## config.mk

```make
export PLATFORM = sky130hd
export DESIGN_NAME = keypad_scanner
export DESIGN_NICKNAME = d
export VERILOG_FILES = /design/src/rtl/keypad_scanner.sv
export SDC_FILE = /design/constraint.sdc
export NUM_CORES = 1
export LEC_CHECK = 0
export ABC_AREA = 1
export BUFFER_PORTS_ARGS = -buffer_cell sky130_fd_sc_hd__buf_4
export CAP_MARGIN = 10
export CORE_MARGIN = 5
export CORE_UTILIZATION = 50
export CTS_BUF_LIST = sky130_fd_sc_hd__clkbuf_16
export DETAILED_ROUTE_END_ITERATION = 7
export PLACE_DENSITY = 0.71
export SYNTH_ARGS = -nofsm -noshare
export SYNTH_HDL_FRONTEND = slang
export SYNTH_SLANG_ARGS = --single-unit
```

## constraint.sdc

```tcl
create_clock -name clk -period 4.9 [get_ports clk]
set_clock_uncertainty 0.15 [all_clocks]
set_input_delay 0 -clock clk [delete_from_list [all_inputs] [get_ports clk]]
set_output_delay 0 -clock clk [all_outputs]
set_load 0.01 [all_outputs]
```

## src/rtl/keypad_scanner.sv

```systemverilog
// Matrix keypad scanner: row strobe, column sync, frame debounce
// and press/release/auto-repeat event generation.
module keypad_scanner #(
  parameter int ROWS            = 4,
  parameter int COLS            = 4,
  parameter int SETTLE_CYC      = 16,
  parameter int DEBOUNCE_FRAMES = 4,
  parameter int REPEAT_EN       = 1,
  parameter int REPEAT_DELAY    = 32,
  parameter int REPEAT_PERIOD   = 8,
  localparam int KW = $clog2(ROWS*COLS)
) (
  input  logic            clk,
  input  logic            rst_n,
  input  logic [COLS-1:0] cols,
  output logic [ROWS-1:0] rows,
  output logic [KW-1:0]   key_code,
  output logic            key_event,
  output logic            key_repeat,
  output logic            key_release,
  output logic            key_down,
  output logic            multi_key
);

  localparam int RW = $clog2(ROWS);
  localparam int CW = $clog2(COLS);
  localparam int DW = $clog2(SETTLE_CYC);
  localparam int FW = $clog2(DEBOUNCE_FRAMES + 1);
  localparam int RMAX = (REPEAT_DELAY > REPEAT_PERIOD) ?
                        REPEAT_DELAY : REPEAT_PERIOD;
  localparam int PW = $clog2(RMAX + 1);

  typedef enum logic [1:0] {
    K_NONE   = 2'd0,
    K_SINGLE = 2'd1,
    K_MULTI  = 2'd2
  } kind_t;

  logic [COLS-1:0] r_sync1;
  logic [COLS-1:0] r_sync2;
  logic            r_run;
  logic [RW-1:0]   r_row;
  logic [DW-1:0]   r_dwell;
  logic [ROWS-1:0] r_rows;
  logic [1:0]      r_acc;
  logic [KW-1:0]   r_first;
  kind_t           r_cand_kind;
  logic [KW-1:0]   r_cand_code;
  logic [FW-1:0]   r_cnt;
  kind_t           r_st_kind;
  logic [KW-1:0]   r_st_code;
  logic [KW-1:0]   r_code;
  logic            r_event;
  logic            r_repeat;
  logic            r_release;
  logic            r_down;
  logic            r_multi;
  logic            r_pend;
  logic [PW-1:0]   r_rpt_cnt;
  logic            r_rpt_arm;

  logic            w_sample;
  logic            w_last;
  logic [RW-1:0]   w_row_nxt;
  logic [COLS-1:0] w_pressed;
  logic [3:0]      w_row_pop;
  logic [CW-1:0]   w_first_col;
  logic [1:0]      w_row_sat;
  logic [2:0]      w_acc_sum;
  logic [1:0]      w_acc_nxt;
  logic [KW-1:0]   w_code;
  logic [KW-1:0]   w_first_nxt;
  kind_t           w_res_kind;
  logic [KW-1:0]   w_res_code;
  logic            w_frame;
  logic            w_same;
  logic [FW-1:0]   w_cnt_nxt;
  kind_t           w_cand_kind_nxt;
  logic [KW-1:0]   w_cand_code_nxt;
  logic            w_commit;
  logic            w_was_s;
  logic            w_is_s;
  logic [PW-1:0]   w_rpt_nxt;
  logic [PW-1:0]   w_rpt_lim;
  logic            w_rpt_hit;

  assign w_sample  = r_run &&
                     (r_dwell == DW'(SETTLE_CYC - 1));
  assign w_last    = (r_row == RW'(ROWS - 1));
  assign w_row_nxt = w_last ? '0 : r_row + RW'(1);
  assign w_frame   = w_sample && w_last;
  assign w_pressed = ~r_sync2;

  always_ff @(posedge clk or negedge rst_n) begin
    if (!rst_n) begin
      r_sync1 <= '1;
      r_sync2 <= '1;
    end else begin
      r_sync1 <= cols;
      r_sync2 <= r_sync1;
    end
  end

  always_ff @(posedge clk or negedge rst_n) begin
    if (!rst_n) begin
      r_run   <= 1'b0;
      r_row   <= '0;
      r_dwell <= '0;
      r_rows  <= '1;
    end else if (!r_run) begin
      r_run  <= 1'b1;
      r_rows <= ~ROWS'(1);
    end else if (w_sample) begin
      r_dwell <= '0;
      r_row   <= w_row_nxt;
      r_rows  <= ~(ROWS'(1) << w_row_nxt);
    end else begin
      r_dwell <= r_dwell + DW'(1);
    end
  end

  // Scan from the top column down so the lowest pressed column wins.
  always_comb begin
    w_row_pop   = '0;
    w_first_col = '0;
    for (int c = COLS - 1; c >= 0; c--) begin
      if (w_pressed[c]) begin
        w_row_pop   = w_row_pop + 4'd1;
        w_first_col = CW'(c);
      end
    end
  end

  assign w_row_sat = (w_row_pop > 4'd1) ?
                     2'd2 : w_row_pop[1:0];
  assign w_acc_sum = {1'b0, r_acc} + {1'b0, w_row_sat};
  assign w_acc_nxt = (w_acc_sum > 3'd1) ?
                     2'd2 : w_acc_sum[1:0];
  assign w_code    = KW'(r_row) * KW'(COLS) +
                     KW'(w_first_col);
  assign w_first_nxt = (r_acc == 2'd0 &&
                        w_row_pop != 4'd0) ?
                       w_code : r_first;
  assign w_res_kind = kind_t'(w_acc_nxt);
  assign w_res_code = (w_acc_nxt == 2'd1) ?
                      w_first_nxt : '0;

  always_ff @(posedge clk or negedge rst_n) begin
    if (!rst_n) begin
      r_acc   <= '0;
      r_first <= '0;
    end else if (w_sample) begin
      r_acc   <= w_last ? 2'd0 : w_acc_nxt;
      r_first <= w_last ? '0 : w_first_nxt;
    end
  end

  assign w_same = (w_res_kind == r_cand_kind) &&
                  (w_res_code == r_cand_code);
  assign w_cnt_nxt = !w_same ? FW'(1) :
    (r_cnt == FW'(DEBOUNCE_FRAMES)) ?
    r_cnt : r_cnt + FW'(1);
  assign w_cand_kind_nxt = w_same ?
                           r_cand_kind : w_res_kind;
  assign w_cand_code_nxt = w_same ?
                           r_cand_code : w_res_code;
  assign w_commit = w_frame &&
    (w_cnt_nxt == FW'(DEBOUNCE_FRAMES)) &&
    ({w_cand_kind_nxt, w_cand_code_nxt} !=
     {r_st_kind, r_st_code});

  always_ff @(posedge clk or negedge rst_n) begin
    if (!rst_n) begin
      r_cand_kind <= K_NONE;
      r_cand_code <= '0;
      r_cnt       <= '0;
    end else if (w_frame) begin
      r_cand_kind <= w_cand_kind_nxt;
      r_cand_code <= w_cand_code_nxt;
      r_cnt       <= w_cnt_nxt;
    end
  end

  assign w_was_s   = (r_st_kind == K_SINGLE);
  assign w_is_s    = (w_cand_kind_nxt == K_SINGLE);
  assign w_rpt_nxt = r_rpt_cnt + PW'(1);
  assign w_rpt_lim = r_rpt_arm ? PW'(REPEAT_PERIOD) :
                     PW'(REPEAT_DELAY);
  assign w_rpt_hit = (w_rpt_nxt == w_rpt_lim);

  always_ff @(posedge clk or negedge rst_n) begin
    if (!rst_n) begin
      r_st_kind <= K_NONE;
      r_st_code <= '0;
      r_code    <= '0;
      r_event   <= 1'b0;
      r_repeat  <= 1'b0;
      r_release <= 1'b0;
      r_down    <= 1'b0;
      r_multi   <= 1'b0;
      r_pend    <= 1'b0;
      r_rpt_cnt <= '0;
      r_rpt_arm <= 1'b0;
    end else begin
      r_event   <= 1'b0;
      r_repeat  <= 1'b0;
      r_release <= 1'b0;
      // Deferred press half of a key-to-key change.
      if (r_pend) begin
        r_pend  <= 1'b0;
        r_event <= 1'b1;
        r_code  <= r_st_code;
      end
      if (w_commit) begin
        r_st_kind <= w_cand_kind_nxt;
        r_st_code <= w_cand_code_nxt;
        r_down    <= (w_cand_kind_nxt == K_SINGLE);
        r_multi   <= (w_cand_kind_nxt == K_MULTI);
        r_rpt_cnt <= '0;
        r_rpt_arm <= 1'b0;
        unique case (1'b1)
          (w_was_s && w_is_s): begin
            r_release <= 1'b1;
            r_code    <= r_st_code;
            r_pend    <= 1'b1;
          end
          (w_was_s && !w_is_s): begin
            r_release <= 1'b1;
            r_code    <= r_st_code;
          end
          (!w_was_s && w_is_s): begin
            r_event <= 1'b1;
            r_code  <= w_cand_code_nxt;
          end
          default: ;
        endcase
      end else if (w_frame && REPEAT_EN != 0 &&
                   w_was_s) begin
        if (w_rpt_hit) begin
          r_event   <= 1'b1;
          r_repeat  <= 1'b1;
          r_rpt_cnt <= '0;
          r_rpt_arm <= 1'b1;
        end else begin
          r_rpt_cnt <= w_rpt_nxt;
        end
      end
    end
  end

  assign rows        = r_rows;
  assign key_code    = r_code;
  assign key_event   = r_event;
  assign key_repeat  = r_repeat;
  assign key_release = r_release;
  assign key_down    = r_down;
  assign multi_key   = r_multi;

endmodule

```

# After elaboration in Yosys (flattened, before gate mapping)
# Cells that the tools add are included.
# op_classes
n_reduce_logical,19
bitwise,2
magnitude_cmp,2
eq_ne,13
mux,44
n_shift,1
addsub,9
# op_table
cell,count
two-way mux 4 bit,12
two-way mux 6 bit,4
two-way mux 2 bit,9
"adder 4 x 1 -> 4 bit, second input constant",4
two-way mux 1 bit,16
logical AND 1 bit,10
NOT 4 bit,2
one-hot mux 4 bit (2 select lines),1
"adder 6 x 1 -> 6 bit, second input constant",1
"== test 2 x 1 -> 1 bit, second input constant",3
"== test 3 bit, second input constant",2
== test 6 bit,1
two-way mux 3 bit,2
!= test 6 bit,1
adder 4 x 2 -> 4 bit,1
"== test 2 bit, second input constant",2
== test 4 bit,1
"== test 4 bit, second input constant",1
"greater-than comparator 4 x 1 -> 1 bit, second input constant",1
AND reduction 2 bit,2
nonzero test 2 bit,2
nonzero test 4 bit,1
"<< shifter 1 x 2 -> 4 bit, first input constant",1
adder 2 x 2 -> 3 bit,1
other kinds (8),9
# word_totals
regBits,57
elab_cells,112

# Logic depth before layout (Yosys ltp)
# depth
ltp_word,24
ltp_mapped,26
depth_no_buf,26

# Worst setup path before layout
# Ideal clock, no wire load.
# synth_timing
path_type,reg2reg
startpoint,register r_sync2[2]
endpoint,register r_rpt_cnt[0]
n_path_buf,1
setup_ns,0.117
t_arrival_ns,3.605
required_time_ns,4.633
path_slack_ns,1.027
stages_incl_launch_ff,27
path_cell_list,dfstp_2 inv_1 ha_1 inv_1 nand2_2 nand2_2 nand2_4 nand2_2 nand2_1 nor3_1 ha_1 inv_1 fa_1 nand2_1 inv_2 nand2_1 clkinv_2 nand3_2 nand2_1 nand2_1 nor2_2 nand3_2 nor2_4 nand4_4 buf_6 nand3_1 nand2_1
# synth_between
elab_chain_len,20
word_cells_on_any_way,32
# synth_lines
element,line_no,text
"start, declared",40,logic [COLS-1:0] r_sync2;
"start signal, assigned",100,r_sync2 <= r_sync1;
NOT 4 bit (*),92,assign w_pressed = ~r_sync2;
two-way mux 4 bit,127,if (w_pressed[c]) begin
adder 4 x 1 -> 4 bit,128,w_row_pop = w_row_pop + 4'd1;
two-way mux 4 bit,127,
adder 4 x 1 -> 4 bit,128,
two-way mux 4 bit,127,
greater-than comparator 4 x 1 -> 1 bit,134,assign w_row_sat = (w_row_pop > 4'd1) ?
two-way mux 2 bit,134,
[... 4 more ...],-,
two-way mux 4 bit,145,assign w_res_code = (w_acc_nxt == 2'd1) ?
== test 4 bit,159,(w_res_code == r_cand_code);
logical AND 1 bit,158,assign w_same = (w_res_kind == r_cand_kind) &&
two-way mux 3 bit,160,assign w_cnt_nxt = !w_same ? FW'(1) :
== test 3 bit,168,(w_cnt_nxt == FW'(DEBOUNCE_FRAMES)) &&
logical AND 1 bit,167,assign w_commit = w_frame &&
logical AND 1 bit (*),168,
two-way mux 6 bit / nonzero test 2 bit (equally long branches),-,
"end signal, assigned",245,r_rpt_cnt <= w_rpt_nxt;
"end, declared",59,logic [PW-1:0] r_rpt_cnt;
# Mark *: on every way between the ends. The rest lies on a longest branch, timed or not.
# A chain may end at the register's enable or synchronous reset.

# Final worst setup path
# layout_timing
startpoint,register r_sync2[2]
endpoint,register r_rpt_cnt[2]
# Same word-level chain as after synthesis.

==> key figures <==
Status
  • Run status: finished clean

Worst setup path
  • Peak fanout along the critical path: 21
  • Crit Path Class: register to register
  • Max stage delay on crit path: 0.56 ns
  • CP Launch Type: register
  • Crit path max-delay cell type: dfstp_2
  • Worst setup EP type: register
  • Reg2Reg Depth: 24
  • FF-to-FF End: r_rpt_cnt[2]$_DFFE_PN0P_
  • CP cell instances: inv_1, ha_1, inv_1, nand2_2, nand2_2, nand2_4, nand2_2, nand2_1, nor3_1, ha_1, inv_1, fa_1, nand2_1, inv_2, nand2_1, clkinv_2, nand3_2, nand2_1, nand2_1, nor2_2, nand3_1, nor2_2, nand3_2, and2_1
  • FF-to-FF Start: r_sync2[2]$_DFF_PN1_
  • Worst EP arrival: around 4.6 ns
  • WP data required: between 4 and 5 ns
  • Cell family with most CP delay: simple AND/OR/NAND/NOR gates
  • CP dominant cell by count: nand2_1
  • Worst path bufs/invs: 5
  • Register-to-register setup slack: 0.36 ns

STA
  • Endpoints failing hold: 0
  • Minimum clock period: between 4 and 5 ns
  • Worst-margin pin slew: ~0.76 ns
  • RSZ-0062 raised after global routing: no
  • Period Utilization, post-route: 0.926
  • Relative slew slack: 0.491
  • Setup_tns: 0 ns
  • Pins Over Slew Limit: 0
  • Setup-failing EPs final: 0
  • Max frequency: between 200 and 250 MHz

Layout
  • Most frequent cells in the layout: nand2_1, inv_1, dfrtp_1, nor2_1, nand3_1
  • Share of cells above drive strength 1: 0.221
  • Number of fill cells in the layout: 513
  • N_diodes: 0
  • Multi-input gate area: ~1400 sq um
  • Sequential cell area: ~1400 sq um
  • Layout Nets: 409
  • Area grow syn2layout: 16.8%
  • Commonest non-fill, non-tap cell in the layout: nand2_1
  • Non-Filler Instances: around 470

Synthesis
  • Mean area per synthesized cell: roughly 8.8 sq um
  • Register area share after synthesis: 0.458
  • Netlist cell types: 39
  • Yosys warnings: 0
  • Synth async-reset ratio: 1.00
  • Synth Register Bits: 57
  • Syn Inst Count: ~360
  • Post-synth EDFFs: 0
  • Main synth FF type: dfrtp_1
  • Mapped cell area: roughly 3100 sq um
  • Syn Nets: about 380

Global routing
  • Initial antenna violation count: 0
  • GR peak layer: met2
  • Global routing usage on met2: 0.283
  • Largest net degree at the start of global routing: 58
  • Met1 usage: 0.228
  • Vias in the first global route: between 2000 and 2500
  • Global-route wire length before repair: approximately 11000 microns
  • Met3 GRT Util: 0.0387
  • GRT Overall Usage: 0.180
  • GRT overflow: 0

Clock tree
  • CTS Hold Buffers Added: 5
  • Clock sink count: between 50 and 60
  • Post-CTS setup buffers: 0
  • H-tree depth: 3
  • Worst skew pair latency: roughly 0.33 ns
  • Largest buffer count on any clock path: 2
  • CTS-repair resized insts: 0
  • Clock-pin slew on the worst setup and hold paths: approximately 0.05 ns
  • TritonCTS clock tree: built
  • TritonCTS buffer count: 9
  • Root buf cell: clkbuf_16

Power and ir drop
  • Power per cell area: around 440 nW/um^2
  • P_leak: ~1.8 nW
  • Peak supply drop: 0.350 mV

Floorplan
  • Die area: approximately 8000 sq um
  • DIE HEIGHT: slightly below 90 microns
  • Starting Density: 0.522
  • Chip width: ~89 microns
  • Std cell rows: 28
  • Area of the core: approximately 6000 sq um
  • I/O pins: 19

Drt
  • Final wirelength: between 6000 and 7000 microns
  • Via count: ~2400
  • Remaining DRCs: 0
  • Antenna viol nets, final: 0
  • WL/cell: approximately 13 microns
  • Drt via density: roughly 5
  • Initial DRC count: 96
  • Initial DRT Pass Iterations: 4

Place
  • PortBufs: 18
  • RD Place Congestion: 0.867
  • Dpl hpwl: about 4300 microns
  • Dpl cells: between 400 and 500

Hold path
  • Hold WC Path Type: input pin to asynchronous set/reset pin

Job
  • Max Cap Viol: 0
-- metrics by stage --
step	setup WS [ns]	area, sq um	hold slack (ns)	total power [W]	utilization
floorplan	1.03	3150	-0.446	0.000921	-
global placement	0.535	3340	-0.0553	0.00103	0.555
detailed placement	0.364	3340	-0.0488	0.00104	0.555
CTS	0.340	3670	0.148	0.00163	0.610
global route	0.00378	3670	0.176	0.00173	0.610
finish	0.363	3670	0.120	0.00162	0.610
-- worst reg2reg max path, delay by kind of cell, from the launching register on --
kind                       cells  cell delay [ns]
and+or+nand+nor               16             2.23
adders and majority gates      3             1.00
DFF                            1             0.56
buffers and inverters          5             0.49
-- power breakdown --
part	switching [W]	internal [W]	leakage (nW)	total, W
combinational	0.000323	0.000153	0.867	0.000475
sequential	0.0000315	0.000527	0.739	0.000558
clock	0.000203	0.000383	0.147	0.000586
-- how the worst max path moves through the flow --
stage                          endpoint  slack [ns]  cells past startpoint                 start
6_report       r_rpt_cnt[2]$_DFFE_PN0P_        0.36                     24  r_sync2[2]$_DFF_PN1_
3_3_place_gp      multi_key$_DFFE_PN0N_        0.53                     25  r_sync2[2]$_DFF_PN1_
5_1_grt        r_st_code[3]$_DFFE_PN0N_       0.004                     25  r_sync2[2]$_DFF_PN1_
4_1_cts        r_rpt_cnt[2]$_DFFE_PN0P_        0.34                     24  r_sync2[2]$_DFF_PN1_
2_1_floorplan  r_rpt_cnt[0]$_DFFE_PN0P_        1.03                     26  r_sync2[2]$_DFF_PN1_
3_5_place_dp   r_rpt_cnt[2]$_DFFE_PN0P_        0.36                     24  r_sync2[2]$_DFF_PN1_
-- kinds of logic (layout without fill, tap and decap cells) --
logic type                 after synthesis  in the layout  share of synthesized area
AOI/OAI and AO/OA                       56             56                      0.115
xor gates and xnor gates                 7              7                     0.0195
other                                    1              1                    0.00119
and+or+nand+nor                        158            158                      0.260
DFF                                     57             57                      0.458
buffers and inverters                   64             99                     0.0843
adders and majority gates               15             15                     0.0621
-- Yosys cell counts, types with 4 or more instances --
| cell | instances | area share |
|---|---|---|
| nand2_1 | 71 | 0.085 |
| inv_1 | 53 | 0.063 |
| dfrtp_1 | 45 | 0.36 |
| nor2_1 | 22 | 0.026 |
| nand3_1 | 21 | 0.033 |
| o21ai_0 | 20 | 0.032 |
| ha_1 | 14 | 0.056 |
| dfstp_2 | 12 | 0.10 |
| o21ai_2 | 12 | 0.033 |
| nand3_2 | 10 | 0.032 |
| o22ai_1 | 10 | 0.020 |
| nor3_1 | 8 | 0.013 |
| nand2_2 | 7 | 0.014 |
| a21oi_1 | 6 | 0.0095 |
| xor2_1 | 6 | 0.017 |
| nand4_1 | 5 | 0.0099 |
| a221oi_1 | 4 | 0.011 |
-- routing by layer --
layer  routed length (microns)  part of all wire
met1                      2850              0.47
met3                       196             0.032
met2                      2880              0.47
met5                         0                 0
met4                       189             0.031
-- sequential cells by signal, indices dropped and copies added, names as in the netlist, 2 cells and up --
signal,count
r_cand_kind,2
r_sync2,4
r_first,4
r_st_kind,2
r_cnt,3
r_acc,2
key_code,4
r_st_code,4
r_row,2
r_cand_code,4
r_rpt_cnt,6
r_dwell,4
r_sync1,4
rows,4
-- final cells by class --
type,instances,share of cell area
multi-input cells,237,0.392
clock buffers,9,0.0613
clock inverters,7,0.0150
flip-flops and latches,57,0.392
well taps,75,0.0255
inverters,58,0.0596
repair buffers,25,0.0545
No activity file was read; power rests on OpenSTA's default activity.
